===== config.mk =====
export PLATFORM = sky130hd
export DESIGN_NAME = hdr_cmd_scheduler
export DESIGN_NICKNAME = d
export VERILOG_FILES = /design/src/rtl/hdr_cmd_scheduler_pkg.sv /design/src/rtl/hdr_sched_watchdog.sv /design/src/rtl/hdr_cmd_scheduler.sv
export SDC_FILE = /design/constraint.sdc
export NUM_CORES = 1
export LEC_CHECK = 0
export CAP_MARGIN = 10
export CORE_AREA = 4 4 65 67
export CTS_CLUSTER_SIZE = 40
export DETAILED_ROUTE_END_ITERATION = 7
export DIE_AREA = 0 0 69 71
export PLACE_DENSITY = 0.88
export REMOVE_ABC_BUFFERS = 1
export SLEW_MARGIN = 10
export SYNTH_ARGS = -nofsm -noshare
export SYNTH_HDL_FRONTEND = slang
export SYNTH_HIERARCHICAL = 1
export SYNTH_SLANG_ARGS = --single-unit

===== constraint.sdc =====
create_clock -name i_sys_clk -period 6.9 [get_ports i_sys_clk]
set_input_delay 1.725 -clock i_sys_clk [delete_from_list [all_inputs] [get_ports i_sys_clk]]
set_output_delay 1.725 -clock i_sys_clk [all_outputs]
set_load 0.1 [all_outputs]

===== src/rtl/hdr_cmd_scheduler_pkg.sv =====
// Shared types and constants for the HDR-DDR command scheduler.
package hdr_cmd_scheduler_pkg;

  typedef enum logic [2:0] {
    ST_IDLE,
    ST_FETCH,
    ST_RUN_CCC,
    ST_RUN_DDR,
    ST_RESTART,
    ST_EXIT,
    ST_DONE
  } sched_state_e;

  // Descriptor field positions
  localparam int TOC_BIT  = 15;
  localparam int CP_BIT   = 14;
  localparam int MODE_MSB = 13;
  localparam int MODE_LSB = 11;
  localparam int TID_MSB  = 10;
  localparam int TID_LSB  = 7;

  localparam logic [2:0] MODE_HDR_DDR = 3'd6;

  // Response error codes
  localparam logic [1:0] ERR_OK       = 2'd0;
  localparam logic [1:0] ERR_BAD_MODE = 2'd1;
  localparam logic [1:0] ERR_TIMEOUT  = 2'd2;
  localparam logic [1:0] ERR_EMPTY    = 2'd3;

endpackage


===== src/rtl/hdr_sched_watchdog.sv =====
// Saturating wait-state watchdog; expired once the count reaches TIMEOUT_CYCLES-1.
module hdr_sched_watchdog #(
  parameter int TIMEOUT_CYCLES = 4096,
  parameter int TMR_W          = 13
) (
  input  logic i_sys_clk,
  input  logic i_sys_rst_n,
  input  logic i_clr,
  input  logic i_en,
  output logic o_expired
);

  localparam logic [TMR_W-1:0] LIMIT = TMR_W'(TIMEOUT_CYCLES - 1);

  logic [TMR_W-1:0] cnt_q, cnt_d;

  // Next count: clear wins, otherwise count up and hold at all-ones
  always_comb begin
    cnt_d = cnt_q;
    if (i_clr)                    cnt_d = '0;
    else if (i_en && cnt_q != '1) cnt_d = cnt_q + 1'b1;
  end

  // Counter register
  always_ff @(posedge i_sys_clk or negedge i_sys_rst_n) begin
    if (!i_sys_rst_n) cnt_q <= '0;
    else              cnt_q <= cnt_d;
  end

  assign o_expired = (cnt_q >= LIMIT);

endmodule


===== src/rtl/hdr_cmd_scheduler.sv =====
// HDR-DDR command scheduler: pops descriptors, runs CCC/DDR blocks,
// requests restart/exit patterns and reports responses and completion.
module hdr_cmd_scheduler
  import hdr_cmd_scheduler_pkg::*;
#(
  parameter int TIMEOUT_CYCLES = 4096,
  parameter int TMR_W          = 13
) (
  input  logic        i_sys_clk,
  input  logic        i_sys_rst_n,
  input  logic        i_sched_en,
  input  logic        i_cmdq_valid,
  input  logic [15:0] i_cmdq_desc,
  output logic        o_cmdq_ready,
  output logic        o_ccc_en,
  input  logic        i_ccc_done,
  output logic        o_ddr_en,
  input  logic        i_ddr_done,
  output logic        o_restart_en,
  output logic        o_exit_en,
  input  logic        i_pattern_done,
  output logic        o_resp_valid,
  output logic [3:0]  o_resp_tid,
  output logic [1:0]  o_resp_err,
  output logic        o_sched_done
);

  sched_state_e state_q, state_d;
  logic [15:0]  desc_q, desc_d;
  logic         armed_q, armed_d;
  logic         cmdq_ready_q, cmdq_ready_d;
  logic         resp_valid_q, resp_valid_d;
  logic [3:0]   resp_tid_q, resp_tid_d;
  logic [1:0]   resp_err_q, resp_err_d;
  logic         wd_en, wd_clr, wd_expired;

  // Only TOC and TID are needed once a descriptor has been latched
  logic unused_desc;
  assign unused_desc = ^{desc_q[14:11], desc_q[6:0], i_cmdq_desc[6:0]};

  hdr_sched_watchdog #(
    .TIMEOUT_CYCLES(TIMEOUT_CYCLES),
    .TMR_W         (TMR_W)
  ) u_watchdog (
    .i_sys_clk  (i_sys_clk),
    .i_sys_rst_n(i_sys_rst_n),
    .i_clr      (wd_clr),
    .i_en       (wd_en),
    .o_expired  (wd_expired)
  );

  // Watchdog runs in every wait state; FETCH only while the queue is empty
  always_comb begin
    wd_en = 1'b0;
    case (state_q)
      ST_FETCH:                                   wd_en = !i_cmdq_valid;
      ST_RUN_CCC, ST_RUN_DDR, ST_RESTART, ST_EXIT: wd_en = 1'b1;
      default:                                    wd_en = 1'b0;
    endcase
  end

  assign wd_clr = (state_d != state_q);

  // Next-state and registered-output logic; abort overrides everything
  always_comb begin
    // NOTE: every signal gets a default first so no path leaves it unassigned (no latches).
    state_d      = state_q;
    desc_d       = desc_q;
    armed_d      = armed_q;
    cmdq_ready_d = 1'b0;
    resp_valid_d = 1'b0;
    resp_tid_d   = 4'd0;
    resp_err_d   = ERR_OK;

    case (state_q)
      ST_IDLE: if (armed_q) begin
        state_d = ST_FETCH;
        desc_d  = '0;  // nothing latched yet in this sequence
      end
      ST_FETCH: begin
        if (i_cmdq_valid && !cmdq_ready_q) begin
          cmdq_ready_d = 1'b1;
          desc_d       = i_cmdq_desc;
          if (i_cmdq_desc[MODE_MSB:MODE_LSB] != MODE_HDR_DDR) begin
            state_d      = ST_EXIT;
            resp_valid_d = 1'b1;
            resp_tid_d   = i_cmdq_desc[TID_MSB:TID_LSB];
            resp_err_d   = ERR_BAD_MODE;
          end else begin
            state_d = i_cmdq_desc[CP_BIT] ? ST_RUN_CCC : ST_RUN_DDR;
          end
        end else if (!i_cmdq_valid && wd_expired) begin
          state_d      = ST_EXIT;
          resp_valid_d = 1'b1;
          resp_tid_d   = desc_q[TID_MSB:TID_LSB];
          resp_err_d   = ERR_EMPTY;
        end
      end
      ST_RUN_CCC, ST_RUN_DDR: begin
        // Only the done of the block owning this state counts; done beats expiry
        if ((state_q == ST_RUN_CCC) ? i_ccc_done : i_ddr_done) begin
          state_d      = desc_q[TOC_BIT] ? ST_EXIT : ST_RESTART;
          resp_valid_d = 1'b1;
          resp_tid_d   = desc_q[TID_MSB:TID_LSB];
          resp_err_d   = ERR_OK;
        end else if (wd_expired) begin
          state_d      = ST_EXIT;
          resp_valid_d = 1'b1;
          resp_tid_d   = desc_q[TID_MSB:TID_LSB];
          resp_err_d   = ERR_TIMEOUT;
        end
      end
      ST_RESTART: begin
        if (i_pattern_done) begin
          state_d = ST_FETCH;
        end else if (wd_expired) begin
          state_d      = ST_EXIT;
          resp_valid_d = 1'b1;
          resp_tid_d   = desc_q[TID_MSB:TID_LSB];
          resp_err_d   = ERR_TIMEOUT;
        end
      end
      ST_EXIT: if (i_pattern_done || wd_expired) state_d = ST_DONE;
      ST_DONE: begin
        state_d = ST_IDLE;
        armed_d = 1'b0;  // wait for the engine to drop the enable
      end
      default: state_d = ST_IDLE;
    endcase

    if (!i_sched_en) begin
      state_d      = ST_IDLE;
      armed_d      = 1'b1;
      cmdq_ready_d = 1'b0;
      resp_valid_d = 1'b0;
      resp_tid_d   = 4'd0;
      resp_err_d   = ERR_OK;
    end
  end

  // State and output registers; enables follow the next state so they
  // change in the same cycle as the state
  always_ff @(posedge i_sys_clk or negedge i_sys_rst_n) begin
    if (!i_sys_rst_n) begin
      state_q      <= ST_IDLE;
      desc_q       <= '0;
      armed_q      <= 1'b1;
      cmdq_ready_q <= 1'b0;
      resp_valid_q <= 1'b0;
      resp_tid_q   <= 4'd0;
      resp_err_q   <= ERR_OK;
      o_ccc_en     <= 1'b0;
      o_ddr_en     <= 1'b0;
      o_restart_en <= 1'b0;
      o_exit_en    <= 1'b0;
      o_sched_done <= 1'b0;
    end else begin
      // NOTE: non-blocking so every flop samples pre-edge values regardless of statement order.
      state_q      <= state_d;
      desc_q       <= desc_d;
      armed_q      <= armed_d;
      cmdq_ready_q <= cmdq_ready_d;
      resp_valid_q <= resp_valid_d;
      resp_tid_q   <= resp_tid_d;
      resp_err_q   <= resp_err_d;
      o_ccc_en     <= (state_d == ST_RUN_CCC);
      o_ddr_en     <= (state_d == ST_RUN_DDR);
      o_restart_en <= (state_d == ST_RESTART);
      o_exit_en    <= (state_d == ST_EXIT);
      o_sched_done <= (state_d == ST_DONE);
    end
  end

  assign o_cmdq_ready = cmdq_ready_q;
  assign o_resp_valid = resp_valid_q;
  assign o_resp_tid   = resp_tid_q;
  assign o_resp_err   = resp_err_q;

endmodule


-- After elaboration in Yosys (flattened, before gate mapping)
Cells that the tools add are included.
- output and inout bits: 13
- bits in registers: 46
- bits of input ports: 23
- $add $sub $neg: 1
- reduce and logical (&&, ||, !) cells: 12
- equal/unequal tests: 17
- mux-type cells: 48
- magnitude comparators: 1
- operator list (cell ; number):
    two-way mux 16 bit ; 2
    case mux 16 bit (2 select lines) ; 1
    two-way mux 4 bit ; 7
    two-way mux 3 bit ; 9
    two-way mux 13 bit ; 2
    equality test 3 bit (second input constant) ; 6
    two-way mux 1 bit ; 16
    case mux 3 bit (5 select lines) ; 1
    adder 13 x 1 -> 13 bit (second input constant) ; 1
    greater-or-equal comparator 13 x 12 -> 1 bit (second input constant) ; 1
    inequality test 13 bit (second input constant) ; 1
    equality test 3 x 2 -> 1 bit (second input constant) ; 4
    two-way mux 2 bit ; 6
    case mux 4 bit (3 select lines) ; 1
    case mux 2 bit (3 select lines) ; 1
    inequality test 2 bit (second input constant) ; 2
    nonzero test 2 bit ; 2
    OR reduction 4 bit ; 1
    equality test 3 x 1 -> 1 bit (second input constant) ; 1
    logical AND 1 bit ; 3
    zero test 3 bit ; 1
    inequality test 3 bit ; 1
    inequality test 3 bit (second input constant) ; 1
    case mux 1 bit (3 select lines) ; 1
    6 further kinds ; 7

-- Logic depth before layout (Yosys ltp)
- depth in word-level cells: 8
- mapped depth: 12

-- Hierarchy
The synthesis kept the hierarchy.
- by module, submodules not included (module ; area each (µm²) ; instances ; seq. area each (µm²) ; cells each):
    hdr_cmd_scheduler ; 1232.4 ; 1 ; 551.8 ; 131
    hdr_sched_watchdog ; 713.2 ; 1 ; 325.3 ; 74

-- Worst setup path after synthesis
Ideal clock, no wire load.
- path kind: input-to-reg
- start point: in i_ccc_done
- end point: reg u_watchdog.cnt_q[0]
- cell stages on the path: 6
- buffers on the path: 1
- data required time: 6768 ps
- path slack: 3730 ps
- arrival time: 3038 ps
- library setup time: 132 ps
- cell sequence: mux2_4 a221oi_2 nor4_1 o22ai_1 clkbuf_1 nor2_1
- word-level cells in the longest chain between the ends: 6
- elaborated cells between the ends (all ways): 7
- ends and longest elaborated chain (what ; line ; RTL):
    from (decl) ; hdr_cmd_scheduler.sv:16 ; input logic i_ccc_done,
    two-way mux 1 bit * ; hdr_cmd_scheduler.sv:101 ; if ((state_q == ST_RUN_CCC) ? i_ccc_done : i_ddr_done) begin
    two-way mux 3 bit * ; hdr_cmd_scheduler.sv:101 ;
    case mux 3 bit (5 select lines) * ; hdr_cmd_scheduler.sv:75 ; case (state_q)
    two-way mux 3 bit * ; hdr_cmd_scheduler.sv:131 ; if (!i_sched_en) begin
    inequality test 3 bit * ; hdr_cmd_scheduler.sv:62 ; assign wd_clr = (state_d != state_q);
    named net wd_clr ; hdr_cmd_scheduler.sv:35 ; logic wd_en, wd_clr, wd_expired;
    two-way mux 13 bit / nonzero test 2 bit (equally long branches) ; n/a ;
    to (signal assigned) ; hdr_sched_watchdog.sv:27 ; else cnt_q <= cnt_d;
    to (decl) ; hdr_sched_watchdog.sv:15 ; logic [TMR_W-1:0] cnt_q, cnt_d;
The timed path passes the listed nets; every way through them passes the cells marked *.
A chain may end at the register's enable or synchronous reset.

-- Final worst setup path
- start point: in i_cmdq_valid
- end point: reg u_watchdog.cnt_q[0]
- word-level cells in the longest chain between the ends: 8
- elaborated cells between the ends (all ways): 12
- ends and longest elaborated chain (what ; line ; RTL):
    from (decl) ; hdr_cmd_scheduler.sv:12 ; input logic i_cmdq_valid,
    zero test 1 bit ; hdr_cmd_scheduler.sv:92 ; end else if (!i_cmdq_valid && wd_expired) begin
    logical AND 1 bit ; hdr_cmd_scheduler.sv:92 ;
    two-way mux 3 bit ; hdr_cmd_scheduler.sv:92 ;
    two-way mux 3 bit * ; hdr_cmd_scheduler.sv:81 ; if (i_cmdq_valid && !cmdq_ready_q) begin
    case mux 3 bit (5 select lines) * ; hdr_cmd_scheduler.sv:75 ;
    two-way mux 3 bit * ; hdr_cmd_scheduler.sv:131 ;
    inequality test 3 bit * ; hdr_cmd_scheduler.sv:62 ;
    named net wd_clr ; hdr_cmd_scheduler.sv:35 ;
    two-way mux 13 bit / nonzero test 2 bit (equally long branches) ; n/a ;
Marks and branches as above.

==> metrics.md <==
| Metric | Value |
|---|---|
| Status | `complete, no violations` |
| DRC Markers | `0` |
| Die width | `a little under 70 microns` |
| Period utilization | `a little under three fifths` |
| Final setup skew | `approximately 0.0076 ns` |
| Syn Inst Count | `205` |
| Clock slew at reported path FFs | `around 0.07 ns` |
| Worst Path Max Fanout | `13` |
| Hold path start | `desc_q[10]` |
| Fin. Hold Viols | `0` |
| Yosys reg bits | `35` |
| TNS Setup | `0 ns` |
| P_leak | `0.985 nW` |
| Drt total wl | `about 4100 microns` |
| Async SR Flop Fraction | `between 90% and 100%` |
| Final antenna diode count | `0` |
| Required time worst endpoint | `7.03 ns` |
| VDD IR-drop max | `0.145 mV` |
| Vias in the first global route | `1578` |
| Initial antenna violation count | `0` |
| Pin count of the biggest net entering global routing | `36` |
| Total gr overflow | `0` |
| Clock Root Buffer | `clkbuf_8` |
| HPWL after DPL | `between 2000 and 3000 microns` |
| Final-stage net count | `260` |
| Endpoint, Worst Hold | `desc_q[10]` |
| Fmax | `around 250 MHz` |
| CP endpoint kind | `register` |
| CTS tree | `built` |
| H-tree levels | `2` |
| Vias per cell | `between 5 and 6` |
| Clock buffer depth | `2` |
| Pwr Total | `~0.48 mW` |
| Initial DRC Count | `98` |
| First-pass GRT wire length | `~7000 microns` |
| Row count | `22` |
| Die height | `between 70 and 80 microns` |
| WL per Instance | `~15 microns` |
| Max-cap violations | `0` |
| Cell Pwr Density | `205 nW/um^2` |
| Worst slew margin | `between 20 and 25%` |
| Critical Path Start Type | `input port` |
| Pre-Repair DR Iteration Count | `4` |
| RD Place Congestion | `0.836` |
| Hold crit path type | `register to register` |
| Post-CTS setup buffers | `0` |
| CTS Hold Buffers Added | `0` |
| Total die area | `4900 sq um` |
| Synth unique cells | `between 40 and 50` |
| Critical path class | `input port to register` |
| Worst hold slack | `between 0.4 and 0.5 ns` |
| Initial Util | `53.5%` |
| IO Pins | `36` |
| Core Util, Final | `~64%` |
| Post_cts resized | `0` |
| R2r startpoint | `state_q[1]` |
| Inst Count DP | `approximately 280` |
| Share of cells above drive strength 1 | `approximately 9%` |
| Worst R2R End | `u_watchdog/cnt_q[0]` |
| Post-synth EDFFs | `0` |
| RSZ-0062 raised after global routing | `no` |
| Via Count | `1627` |
| ANT nets after route | `0` |
| Final Setup Violations | `0` |
| Post-layout min period | `a little under 4 ns` |
| Top_reg_cell synth | `dfrtp_1` |
| Port bufs | `28` |
| Syn avg cell area | `9.49 sq um` |
| Layout Cells excl Fill | `283` |
| Synth warn | `6` |
| Clock Latency Late Sink | `0.29 ns` |
| Largest stage delay, worst path | `just under 0.9 ns` |
| Post-synthesis sequential area ratio | `between 40% and 50%` |
| R2r worst-path depth | `6` |
| Worst-Margin Slew | `between 1 and 1.5 ns` |
| Crit path DAT | `4.05 ns` |
| Cell at the slowest stage of the critical path | `o22ai_1` |
| Global-route usage over all layers | `17.3%` |
| Core area | `3630 sq um` |
| Critical Path, Cell by Cell | `clkdlybuf4s50_1 -> nor2b_1 -> nand2_1 -> o2111ai_1 -> o311ai_1 -> o22ai_1 -> nor2_1` |
| Hold Path Depth | `2` |
| CTS Sinks | `35` |
| Syn Std Cell Area | `~1900 sq um` |
| Area delta synth->final | `20.2%` |
| Max Slew Vio Count | `0` |
| Total CTS buffers | `5` |
| Reg2Reg Setup Slack | `between 3 and 4 ns` |
-- report_power, final --
part	switching (mW)	internal (mW)	total (mW)
Clock	0.0745	0.0705	0.145
Combinational	0.0697	0.0364	0.106
Sequential	0.0127	0.216	0.228
-- placed cells by master (no fill, tap or decap), types with 2 or more instances in the layout --
cell and instances:
a21oi_1 12, a22oi_1 4, a31oi_1 3, and2_1 2
and3_1 6, and3b_1 3, buf_4 2, clkbuf_8 5
clkdlybuf4s50_1 28, dfrtp_1 34, ha_1 3, inv_1 8
mux2i_1 5, nand2_1 21, nand2b_1 3, nand3_1 6
nand4_1 4, nor2_1 17, nor2b_1 2, nor3_2 2
nor3b_1 2, nor4b_1 3, o21ai_0 17, o21ai_1 7
or3_1 9
-- worst max-delay path by stage --
stage,from,to,slack (ns),depth (start not counted)
floorplan,i_ccc_done,u_watchdog/cnt_q[2],3.66,5
CTS,i_cmdq_valid,u_watchdog/cnt_q[0],3.01,7
global route,i_cmdq_valid,u_watchdog/cnt_q[1],2.80,7
global placement,i_cmdq_valid,u_watchdog/cnt_q[1],2.74,7
detailed placement,i_cmdq_valid,u_watchdog/cnt_q[0],2.73,7
finish,i_cmdq_valid,u_watchdog/cnt_q[0],2.97,7
-- cell type report --
class	instances	area [sq um]
Clock buffer	6	72.6
Clock inverter	2	12.5
Fill cell	318	1290
Inverter	8	30.0
Multi-Input combinational cell	154	991
Sequential cell	35	877
Tap cell	48	60.1
Timing Repair Buffer	30	295
-- layer usage --
metal | GRT usage (%) | routed length [microns]
met5 | 0 | 0
met4 | 5.64 | 50
met3 | 4.69 | 228
met2 | 29.3 | 2030
met1 | 21.5 | 1830
-- critical path, delay by kind of cell --
family / cells / cell delay, ns
AO/OA/AOI/OAI: 3 / 1.20
buffers and inverters: 1 / 0.54
AND/OR/NAND/NOR: 3 / 0.59
-- synth_stat cells (3+ instances only) --
| library cell | number | area [sq um] |
|---|---|---|
| dfrtp_1 | 34 | 851 |
| nand2_1 | 21 | 78.8 |
| nor2_1 | 17 | 63.8 |
| o21ai_0 | 17 | 85.1 |
| a21oi_1 | 12 | 60.1 |
| or3_1 | 9 | 56.3 |
| inv_1 | 8 | 30.0 |
| o21ai_1 | 7 | 35.0 |
| and3_1 | 6 | 37.5 |
| nand3_1 | 6 | 30.0 |
| mux2i_1 | 5 | 50.1 |
| a22oi_1 | 4 | 30.0 |
| clkbuf_1 | 4 | 15.0 |
| nand4_1 | 4 | 25.0 |
| a31oi_1 | 3 | 18.8 |
| and3b_1 | 3 | 26.3 |
| ha_1 | 3 | 37.5 |
| nand2b_1 | 3 | 18.8 |
| nor4b_1 | 3 | 26.3 |
-- per-stage QoR --
stage	cell area (sq um)	worst slack, ns
2_1_floorplan	1900	3.66
3_3_place_gp	2250	2.74
3_5_place_dp	2250	2.73
4_1_cts	2340	3.01
5_1_grt	2340	2.80
6_report	2340	2.97
-- state kept, by name, indices dropped and copies added, names as in the netlist --
| signal | count |
|---|---|
| o_restart_en | 1 |
| o_ccc_en | 1 |
| desc_q | 5 |
| o_resp_tid | 4 |
| o_resp_valid | 1 |
| o_ddr_en | 1 |
| state_q | 3 |
| o_resp_err | 2 |
| u_watchdog/cnt_q | 13 |
| o_cmdq_ready | 1 |
| o_sched_done | 1 |
| o_exit_en | 1 |
| armed_q | 1 |
-- cell families after synthesis --
family	after synthesis	synth area share, %
buffers and inverters	16	3.99
multiplexers	6	3.34
flip-flops	35	45.1
AND/OR/NAND/NOR	87	25.4
XOR/XNOR	2	0.900
AO/OA/AOI/OAI	56	19.4
adder cells (fa/ha/maj)	3	1.93
Power figures use the tool's default switching activity.
